===== src/rtl/nn_pkg.sv =====
// -----------------------------------------------------------------------------
// nn_pkg
// Shared constants for the neural-network layer datapath: fixed-point word
// width, per-layer neuron counts, and the state encoding used by the
// inter-layer word deserializer.
// No ports (package).
// -----------------------------------------------------------------------------
package nn_pkg;

  // Fixed-point neuron value width
  localparam int NN_DW = 16;

  // Neuron counts of the three layers
  localparam int NN_L0_SIZE = 30;
  localparam int NN_L1_SIZE = 30;
  localparam int NN_L2_SIZE = 10;

  // Deserializer state encoding
  typedef logic [1:0] deser_state_t;
  localparam logic [1:0] ST_IDLE    = 2'd0;  // no words collected
  localparam logic [1:0] ST_COLLECT = 2'd1;  // 1..NUM-1 words collected
  localparam logic [1:0] ST_FULL    = 2'd2;  // complete frame parked, output busy

endpackage


===== src/rtl/layer_deser_gap_timer.sv =====
// -----------------------------------------------------------------------------
// layer_deser_gap_timer
// Counts idle cycles between accepted words of a partially collected frame.
// The count saturates at MAX_GAP; while it sits at MAX_GAP and counting is
// enabled, expire is asserted. MAX_GAP = 0 removes the timer entirely.
// Ports:
//   clk     in   clock
//   rst     in   synchronous, active-high reset
//   clear   in   restart the idle count (word accepted / frame dropped)
//   enable  in   count this cycle (deserializer is mid-frame)
//   expire  out  idle limit reached while enabled
// -----------------------------------------------------------------------------
module layer_deser_gap_timer #(
  parameter int MAX_GAP = 16
) (
  input  logic clk,
  input  logic rst,
  input  logic clear,
  input  logic enable,
  output logic expire
);

  generate
    if (MAX_GAP > 0) begin : g_timer
      localparam int TW = $clog2(MAX_GAP + 1);
      localparam logic [TW-1:0] LIMIT = TW'(MAX_GAP);
      localparam logic [TW-1:0] ONE   = TW'(1);

      logic [TW-1:0] gap_cnt_r;

      // Idle-cycle counter: cleared on request, saturates at the limit
      always_ff @(posedge clk) begin
        if (rst) begin
          gap_cnt_r <= {TW{1'b0}};
        end else if (clear) begin
          gap_cnt_r <= {TW{1'b0}};
        end else if (enable && (gap_cnt_r != LIMIT)) begin
          gap_cnt_r <= gap_cnt_r + ONE;
        end else begin
          gap_cnt_r <= gap_cnt_r;
        end
      end

      assign expire = enable && (gap_cnt_r == LIMIT);
    end else begin : g_no_timer
      logic unused_s;
      assign unused_s = ^{clk, rst, clear, enable};
      assign expire   = 1'b0;
    end
  endgenerate

endmodule


===== src/rtl/layer_deserializer.sv =====
// -----------------------------------------------------------------------------
// layer_deserializer
// Receive side of the inter-layer word stream. Collects NUM serial DW-bit
// words (first accepted word lands in slot 0 / LSBs) and presents them as one
// parallel NUM*DW frame. Double-buffered: a new frame is collected while the
// previous one waits on out_ready; if a second frame completes while the
// output is still busy it is parked (FULL) and x_ready drops.
// Ports:
//   clk, rst     clock, synchronous active-high reset
//   x_in         serial word
//   x_valid      x_in valid; accepted when x_valid && x_ready
//   x_ready      decoded from the state register only
//   out_data     assembled frame, word k at [k*DW +: DW]
//   out_valid    out_data holds a complete frame
//   out_ready    consumer takes the frame when out_valid && out_ready
//   word_count   words in the current partial frame (NUM while parked)
//   frame_err    1-cycle pulse: partial frame dropped on idle timeout
//   overflow     1-cycle pulse: word offered while x_ready=0 and dropped
// -----------------------------------------------------------------------------
module layer_deserializer
  import nn_pkg::*;
#(
  parameter int DW      = NN_DW,
  parameter int NUM     = NN_L0_SIZE,
  parameter int MAX_GAP = 16,
  parameter int CW      = $clog2(NUM + 1)
) (
  input  logic              clk,
  input  logic              rst,
  input  logic [DW-1:0]     x_in,
  input  logic              x_valid,
  output logic              x_ready,
  output logic [NUM*DW-1:0] out_data,
  output logic              out_valid,
  input  logic              out_ready,
  output logic [CW-1:0]     word_count,
  output logic              frame_err,
  output logic              overflow
);

  localparam logic [CW-1:0] CNT_ZERO = {CW{1'b0}};
  localparam logic [CW-1:0] CNT_ONE  = CW'(1);
  localparam logic [CW-1:0] LAST_IDX = CW'(NUM - 1);
  localparam logic [CW-1:0] CNT_FULL = CW'(NUM);

  deser_state_t      state_r, state_next_s;
  logic [CW-1:0]     count_r, count_next_s;
  logic [NUM*DW-1:0] buf_r, buf_next_s;
  logic [NUM*DW-1:0] out_data_r, out_data_next_s;
  logic              out_valid_r, out_valid_next_s;
  logic              frame_err_r, overflow_r;
  logic              x_ready_s, accept_s, expire_s, slot_free_s;
  logic              complete_s, transfer_s;
  logic [CW-1:0]     base_idx_s;

  // x_ready depends on the state register only
  always_comb begin
    case (state_r)
      ST_FULL: x_ready_s = 1'b0;
      default: x_ready_s = 1'b1;
    endcase
  end

  assign accept_s    = x_valid && x_ready_s;
  assign slot_free_s = !out_valid_r || out_ready;
  // On a timeout cycle the offered word restarts the frame at slot 0
  assign base_idx_s  = expire_s ? CNT_ZERO : count_r;
  assign complete_s  = accept_s && (base_idx_s == LAST_IDX);

  layer_deser_gap_timer #(
    .MAX_GAP (MAX_GAP)
  ) u_gap_timer (
    .clk    (clk),
    .rst    (rst),
    .clear  (accept_s || expire_s),
    .enable (state_r == ST_COLLECT),
    .expire (expire_s)
  );

  // Collect buffer with this cycle's accepted word merged in
  always_comb begin
    buf_next_s = buf_r;
    if (accept_s) begin
      buf_next_s[int'(base_idx_s) * DW +: DW] = x_in;
    end else begin
      buf_next_s = buf_r;
    end
  end

  // Frame FSM, word counter and output-slot loading
  always_comb begin
    state_next_s    = state_r;
    count_next_s    = count_r;
    out_data_next_s = out_data_r;
    transfer_s      = 1'b0;
    if (accept_s) begin
      if (complete_s) begin
        if (slot_free_s) begin
          out_data_next_s = buf_next_s;
          transfer_s      = 1'b1;
          state_next_s    = ST_IDLE;
          count_next_s    = CNT_ZERO;
        end else begin
          state_next_s = ST_FULL;
          count_next_s = CNT_FULL;
        end
      end else begin
        state_next_s = ST_COLLECT;
        count_next_s = base_idx_s + CNT_ONE;
      end
    end else if (expire_s) begin
      state_next_s = ST_IDLE;
      count_next_s = CNT_ZERO;
    end else if ((state_r == ST_FULL) && out_ready) begin
      // Parked frame moves into the output slot as the old one is taken
      out_data_next_s = buf_r;
      transfer_s      = 1'b1;
      state_next_s    = ST_IDLE;
      count_next_s    = CNT_ZERO;
    end else begin
      state_next_s = state_r;
      count_next_s = count_r;
    end
  end

  // out_valid: a new frame wins over a same-cycle consume
  always_comb begin
    if (transfer_s) begin
      out_valid_next_s = 1'b1;
    end else if (out_valid_r && out_ready) begin
      out_valid_next_s = 1'b0;
    end else begin
      out_valid_next_s = out_valid_r;
    end
  end

  // State, buffers and pulse registers
  always_ff @(posedge clk) begin
    if (rst) begin
      state_r     <= ST_IDLE;
      count_r     <= CNT_ZERO;
      buf_r       <= {(NUM*DW){1'b0}};
      out_data_r  <= {(NUM*DW){1'b0}};
      out_valid_r <= 1'b0;
      frame_err_r <= 1'b0;
      overflow_r  <= 1'b0;
    end else begin
      state_r     <= state_next_s;
      count_r     <= count_next_s;
      buf_r       <= buf_next_s;
      out_data_r  <= out_data_next_s;
      out_valid_r <= out_valid_next_s;
      frame_err_r <= expire_s;
      overflow_r  <= x_valid && !x_ready_s;
    end
  end

  assign x_ready    = x_ready_s;
  assign out_data   = out_data_r;
  assign out_valid  = out_valid_r;
  assign word_count = count_r;
  assign frame_err  = frame_err_r;
  assign overflow   = overflow_r;

endmodule

===== config.mk =====
export PLATFORM = sky130hd
export DESIGN_NAME = layer_deserializer
export DESIGN_NICKNAME = d
export VERILOG_FILES = /design/src/rtl/nn_pkg.sv /design/src/rtl/layer_deser_gap_timer.sv /design/src/rtl/layer_deserializer.sv
export SDC_FILE = /design/constraint.sdc
export NUM_CORES = 2
export LEC_CHECK = 0
export BUFFER_PORTS_ARGS = -buffer_cell sky130_fd_sc_hd__buf_4
export CAP_MARGIN = 20
export CORE_ASPECT_RATIO = 0.8
export CORE_UTILIZATION = 50
export DETAILED_ROUTE_END_ITERATION = 16
export PLACE_DENSITY_LB_ADDON = 0.15
export SYNTH_ARGS = -nofsm -noshare
export SYNTH_HDL_FRONTEND = slang
export SYNTH_HIERARCHICAL = 1
export SYNTH_SLANG_ARGS = --single-unit

===== constraint.sdc =====
create_clock -name clk -period 5.6 [get_ports clk]
set_clock_uncertainty 0.15 [all_clocks]
set_input_delay 0.28 -clock clk [delete_from_list [all_inputs] [get_ports clk]]
set_output_delay 0.28 -clock clk [all_outputs]
set_load 0.02 [all_outputs]

* After elaboration in Yosys (flattened, before gate mapping) *
Cells that the tools add are included.

operators by class
  mux-type cells = 26
  equal/unequal tests = 8
  $add $sub $neg = 3
  divide/modulo/power cells = 0
  reduce and logical (&&, ||, !) cells = 15
  multipliers = 0
  bitwise gates (word level) = 0
  shift-type cells = 2
  magnitude comparators = 0

operators with widths
  kind                                                                       number
  480-bit 2-to-1 mux                                                         6
  480-bit bitwise mux                                                        1
  16-bit by 33-bit variable shift with 480-bit output, first input constant  1
  16-bit by 33-bit indexed part select with 480-bit output                   1
  9-bit negator with 33-bit output                                           1
  5-bit 2-to-1 mux                                                           6
  5-bit by 1-bit adder with 5-bit output, second input constant              2
  5-bit == test, second input constant                                       2
  2-bit 2-to-1 mux                                                           5
  1-bit 2-to-1 mux                                                           8
  1-bit logical AND                                                          7
  5-bit inequality test, second input constant                               1
  2-bit by 1-bit inequality test with 1-bit output, second input constant    2
  4-bit AND reduction                                                        1
  2-bit nonzero test                                                         2
  3-bit nonzero test                                                         1
  2-bit by 1-bit == test with 1-bit output, second input constant            1
  2-bit == test, second input constant                                       1
  1-bit logical OR                                                           2
  2-bit inequality test, second input constant                               1
  2-bit OR reduction                                                         1
  1-bit zero test                                                            1

word-level totals
  bits in read-only memories = 0
  memory bits (writable) = 0
  word-level logic and storage cells = 62
  register bits after elaboration = 975
  input bits = 20
  output and inout port bits = 489
  bits in latches = 0
  memories = 0

* Longest topological paths before layout *
  word-level depth = 10
  depth in mapped cells = 21
  gate-level depth less buffers = 13

* Hierarchy *
Netlist, hierarchy kept.

by module, submodules not included
  module                 cells each  area an instance (um^2)  sequential area each (um^2)  instances
  layer_deserializer     3,509       35,128.7                 19,418.6                     1
  layer_deser_gap_timer  30          269.0                    100.1                        1

* Least setup slack after synthesis *
Ideal clock, no wire load.

  kind = register to register
  start point = register u_gap_timer.g_timer.gap_cnt_r[0]
  end point = register out_data_r[301], in the netlist out_data[301]
  required time = 5.307 ns
  stages on the path, launching flop included = 21
  buffers on the path = 7
  period minus slack after synthesis = 4.533 ns
  data arrival time = 4.239 ns
  setup slack = 1.067 ns
  setup time = 0.143 ns
  cells stage by stage = dfxtp_1 -> inv_1 -> ha_1 -> nand4bb_4 -> nor2_1 -> buf_6 -> buf_2 -> nand2b_1 -> clkbuf_1 -> clkbuf_1 -> ha_1 -> buf_4 -> o21a_1 -> ha_1 -> buf_2 -> nor3b_2 -> nand3_1 -> nor4_4 -> buf_6 -> mux2i_1 -> a211oi_2

between the ends
  longest elaborated chain between the ends = 10
  elaborated cells between the ends (all ways) = 16
  those cells by class = add/sub: 1; eq/ne: 4; shift: 2; mux: 6; reduce/logical: 3

RTL lines
  what                                                                                                                             line                         RTL
  start: declaration                                                                                                               layer_deser_gap_timer.sv:29  logic [TW-1:0] gap_cnt_r;
  start signal: assignment                                                                                                         layer_deser_gap_timer.sv:34  gap_cnt_r <= {TW{1'b0}};
  start signal: assignment                                                                                                         layer_deser_gap_timer.sv:36  gap_cnt_r <= {TW{1'b0}};
  start signal: assignment                                                                                                         layer_deser_gap_timer.sv:38  gap_cnt_r <= gap_cnt_r + ONE;
  5-bit == test *                                                                                                                  layer_deser_gap_timer.sv:44  assign expire = enable && (gap_cnt_r == LIMIT);
  1-bit logical AND *                                                                                                              layer_deser_gap_timer.sv:44
  named net expire_s                                                                                                               layer_deserializer.sv:52     logic x_ready_s, accept_s, expire_s, slot_free_s;
  5-bit 2-to-1 mux                                                                                                                 layer_deserializer.sv:67     assign base_idx_s = expire_s ? CNT_ZERO : count_r;
  9-bit negator with 33-bit output                                                                                                 layer_deserializer.sv:84     buf_next_s[int'(base_idx_s) * DW +: DW] = x_in;
  16-bit by 33-bit indexed part select with 480-bit output or 16-bit by 33-bit variable shift with 480-bit output (tied branches)  layer_deserializer.sv:84
  480-bit bitwise mux                                                                                                              layer_deserializer.sv:84
  480-bit 2-to-1 mux                                                                                                               layer_deserializer.sv:83     if (accept_s) begin
  480-bit 2-to-1 mux                                                                                                               layer_deserializer.sv:98     if (slot_free_s) begin
  480-bit 2-to-1 mux                                                                                                               layer_deserializer.sv:97     if (complete_s) begin
  480-bit 2-to-1 mux                                                                                                               layer_deserializer.sv:96     if (accept_s) begin
  end signal: assignment                                                                                                           layer_deserializer.sv:143    out_data_r <= {(NUM*DW){1'b0}};
  end signal: assignment                                                                                                           layer_deserializer.sv:151    out_data_r <= out_data_next_s;
  end: declaration                                                                                                                 layer_deserializer.sv:49     logic [NUM*DW-1:0] out_data_r, out_data_next_s;

The timed path passes the listed nets; every way through them passes the cells marked *. The select of a mux whose other input is x is not followed.
A chain may end at the register's enable or synchronous reset.

* Worst setup path in the final report *
  start point = register state_r[0]
  end point = register out_data_r[16], in the netlist out_data[16]

between the ends
  longest elaborated chain between the ends = 10
  elaborated cells between the ends (all ways) = 22
  those cells by class = add/sub: 1; eq/ne: 6; shift: 2; mux: 7; reduce/logical: 6

RTL lines
  what                                                                                                                             line                         RTL
  start: declaration                                                                                                               layer_deserializer.sv:46     deser_state_t state_r, state_next_s;
  start signal: assignment                                                                                                         layer_deserializer.sv:148    state_r <= state_next_s;
  2-bit by 1-bit == test with 1-bit output *                                                                                       layer_deserializer.sv:76     .enable (state_r == ST_COLLECT),
  1-bit logical AND *                                                                                                              layer_deser_gap_timer.sv:44
  named net expire_s                                                                                                               layer_deserializer.sv:52
  5-bit 2-to-1 mux                                                                                                                 layer_deserializer.sv:67
  9-bit negator with 33-bit output                                                                                                 layer_deserializer.sv:84
  16-bit by 33-bit indexed part select with 480-bit output or 16-bit by 33-bit variable shift with 480-bit output (tied branches)  layer_deserializer.sv:84
  480-bit bitwise mux                                                                                                              layer_deserializer.sv:84
  480-bit 2-to-1 mux                                                                                                               layer_deserializer.sv:83
  480-bit 2-to-1 mux                                                                                                               layer_deserializer.sv:98
  480-bit 2-to-1 mux                                                                                                               layer_deserializer.sv:97
  480-bit 2-to-1 mux                                                                                                               layer_deserializer.sv:96

Marks and branches as above.

==> flow_summary_export.csv <==
group,metric,value,unit
synth,syn_inst,3539,
worst_hold_path,hold_start,"x_in[10]",
global_route,antenna_found_initial,4,
setup_path,arrival,4.71,ns
setup_path,path_max_fanout,16,
timing,slew_viol_final,0,
die,die_width,299,µm
timing,clock.fmax,228,MHz
global_route,grt_pass1_vias,23800,
worst_hold_path,min_path_cells,3,
worst_hold_path,holdPathEnd,"buf_r[202]",
synth,synthSimpleGateAreaFrac,0.157,
clock_network,htreeDepth,3,
pwr,clock_power_share,0.437,
setup_path,slowest_delay,0.87,ns
pwr,p_sw,3.60,mW
clock_network,cts_buffer_depth,3,
die,die_h,240,µm
setup_path,rr_endpoint,"out_data[16]",
synth,netlist.area_leader.share,0.551,
pwr,p_comb_frac,0.081,
placement,place.port_buffers,508,
timing,rsz0062_at_grt,"false",
synth,synth_top_cell_by_area,"dfxtp_1",
drt,antenna_left,0,
layout,final_nets,3925,
global_route,grt_first_pass_wirelength,151000,µm
die,initial_core_util,0.510,
die,pin_count,509,
placement,dp.cells,4714,
timing,setup_viol,0,
layout,num-fill-cells,5983,
setup_path,cp_slowest_cell,"or3_1",
timing,finalSetupTns,0,ns
placement,dpl.hpwl,68700,µm
drt,vias,26400,
drt,viasPerCell,5.39,
global_route,grt-ovfl-total,0,
die,row_count,86,
die,core,69400,µm²
timing,hold_violations,0,
drt,wl,103000,µm
synth,synth_seq_cells,975,
placement,routabilityCongestion,0.851,
drt,dr.pass1.iters,5,
setup_path,timing.critical_path.mode_cell,"or3_1",
timing,maxSlewHeadroom,0.220,
synth,yosys.cell_types.count,65,
clock_network,cts_tree,"done",
synth,synthMuxAreaShare,0.127,
clock_network,clkSlewWorstSetupHoldPaths,0.06,ns
setup_path,cp_top_family,"simple AND/OR/NAND/NOR gates",
setup_path,crit_path_start_kind,"flip-flop",
synth,ys.flop_type,"dfxtp_1",
drt,drt_iter0_markers,1767,
synth,yosys-top-cells-area,"dfxtp_1, mux2i_1, nor2_1",
run_status,status,"finished clean",
layout,areaGrowthSynthToFinish,21.0,%
setup_path,endpoint_kind,"flip-flop",
layout,final_cell_mix,"nor2_1, dfxtp_1, buf_4",
clock_network,numClockSinks,975,
synth,synth_top_family_by_area,"simple AND/OR/NAND/NOR gates",
pwr,p_seq_frac,0.482,
setup_path,cp.required,5.93,ns
global_route,grt_busiest_layer,"met2",
synth,yosys.area_share.adder,0.00212,
setup_path,reg2reg_depth,11,
pwr,ir_worst_vdd,0.246,mV
synth,syn_area,35400,µm²
synth,synth_compound_area_frac,0.118,
setup_path,crit_chain,"nor2b_1 > inv_1 > nor2_4 > or2b_1 > ha_1 > nand2b_1 > buf_4 > or3_1 > or3_1 > mux2i_1 > a211oi_1",
job,cap_viol_max_count,0,
clock_network,numCtsBuffers,91,
pwr,switching_share,0.241,
global_route,track_usage,0.274,
global_route,grt_max_degree,228,
die,dieArea,71900,µm²
synth,synth_edf_count,0,
global_route,grt.met2_usage,0.410,
clock_network,postCtsSetupRepairBufs,0,
drt,wire_per_inst,21.0,µm
synth,syn-num-nets,3565,
layout,layout_commonest_cell,"nor2_1",
timing,worst_slew_pin_slew,1.17,ns
timing,fin_crit_sh,0.783,
layout,drive_gt1_frac,0.198,
worst_hold_path,holdCritPathClass,"in2reg",
clock_network,cts-root-buf,"clkbuf_16",
synth,yosys_warnings,6,
pwr,p_int,11.3,mW
setup_path,r2r-start,"state_r[0]",
setup_path,crit_buf_inv,2,
timing,period_needed,4.38,ns
global_route,grtUsageMet3,0.0628,
setup_path,reg2reg_slack,1.22,ns
synth,synth_seq_area_share,0.551,
synth,synthXorXnorAreaFrac,0.00194,
layout,stdcell_count,4896,
synth,async_reset_ff_frac,0,
global_route,grtUsageMet1,0.390,
clock_network,clkLatencyLatePin,0.64,ns
pwr,power.density,348,nW/µm²
drt,remaining_drc_errors,0,
pwr,leakage,16.3,nW
synth,syn_avg_cell_area,10.0,µm²
setup_path,critPathKind,"reg2reg",
[metrics by stage]
step | utilization | area, µm² | power (mW) | setup slack [ns] | hold slack (ns)
after floorplan | - | 35400 | 8.02 | 1.07 | 0.207
after global placement | 0.569 | 39500 | 8.52 | 1.46 | 0.321
after detailed placement | 0.569 | 39500 | 8.52 | 1.33 | 0.327
after CTS | 0.617 | 42800 | 15.0 | 1.25 | 0.00956
after global routing | 0.617 | 42800 | 15.4 | 0.985 | 0.0168
final | 0.617 | 42800 | 14.9 | 1.22 | 0.0276
[how the worst max path moves through the flow]
stage | slack, ns | to | from | cells after the start
floorplan | 1.07 | out_data[301] | u_gap_timer/g_timer.gap_cnt_r[0] | 20
finish | 1.22 | out_data[16] | state_r[0] | 11
CTS | 1.25 | out_data[16] | state_r[0] | 11
global placement | 1.46 | out_data[31] | state_r[0] | 11
global route | 0.98 | out_data[19] | state_r[0] | 11
detailed placement | 1.33 | out_data[21] | state_r[0] | 11
[state kept, by name, summed over array words and instances (netlist names)]
| signal | flops |
|---|---|
| u_gap_timer/g_timer.gap_cnt_r | 5 |
| out_data | 480 |
| frame_err | 1 |
| overflow | 1 |
| out_valid | 1 |
| word_count | 5 |
| buf_r | 480 |
| state_r | 2 |
[cell usage after synthesis (all sizes together) (2+ instances only)]
| cell type | n |
|---|---|
| o21ai | 3 |
| nor3b | 24 |
| nor4b | 3 |
| a211oi | 481 |
| and2 | 64 |
| clkbuf | 231 |
| nor3 | 34 |
| dfxtp | 975 |
| nor4 | 9 |
| nand3 | 12 |
| nor2b | 9 |
| a22oi | 35 |
| nand2 | 28 |
| nand4 | 10 |
| nand4bb | 2 |
| and3 | 37 |
| nand3b | 3 |
| nand2b | 5 |
| a21oi | 7 |
| buf | 78 |
| xnor2 | 3 |
| o21a | 2 |
| or2 | 3 |
| or3 | 6 |
| and4b | 2 |
| inv | 8 |
| a31oi | 2 |
| xor2 | 4 |
| ha | 6 |
| mux2i | 450 |
| nor2 | 993 |
[repair_timing]
| item | in CTS | in global routing |
|---|---|---|
| hold endpoints to repair | 31 | 0 |
| resized for setup | 0 | 0 |
| hold buffers | 15 | 0 |
| setup endpoints to repair | 0 | 0 |
[per-layer routing]
layer | vias to the layer above | part of all wire
li1 | 12900 | -
met1 | 12600 | 0.47
met2 | 655 | 0.44
met3 | 185 | 0.065
met4 | 0 | 0.030
met5 | - | 0
[worst register-to-register path, delay by kind of cell (launching register included)]
kind / cells / cell delay, ns
adder cells (fa/ha/maj): 1 / 0.48
AND/OR/NAND/NOR: 6 / 2.38
buffers and inverters: 2 / 0.35
flip-flops: 1 / 0.34
multiplexers: 1 / 0.42
AO/OA/AOI/OAI: 1 / 0.12
[cell families after synthesis]
| family | after synthesis |
|---|---|
| adder cells (fa/ha/maj) | 6 |
| flip-flops | 975 |
| AO/OA/AOI/OAI | 536 |
| XOR/XNOR | 7 |
| multiplexers | 450 |
| AND/OR/NAND/NOR | 1248 |
| buffers and inverters | 317 |
[layout make-up]
class / instances / area (µm²) / share of cell area
diodes: 1 / 2.50 / 0.0000584
clock buffers: 135 / 2720 / 0.0634
clock inverters: 30 / 450 / 0.0105
inverters: 8 / 30.0 / 0.000701
multi-input cells: 2247 / 14500 / 0.338
flip-flops and latches: 975 / 19500 / 0.456
well taps: 924 / 1160 / 0.0270
repair buffers: 576 / 4480 / 0.104
[power by group through the flow]
| stage | Clock [mW] | Sequential (mW) | Combinational [mW] |
|---|---|---|---|
| finish | 6.51 | 7.18 | 1.20 |
| global route | 6.91 | 7.19 | 1.28 |
| CTS | 6.59 | 7.19 | 1.20 |
| detailed placement | 0 | 7.34 | 1.18 |
| global placement | 0 | 7.34 | 1.18 |
| floorplan | 0 | 7.48 | 0.544 |
Power figures use the tool's default switching activity.
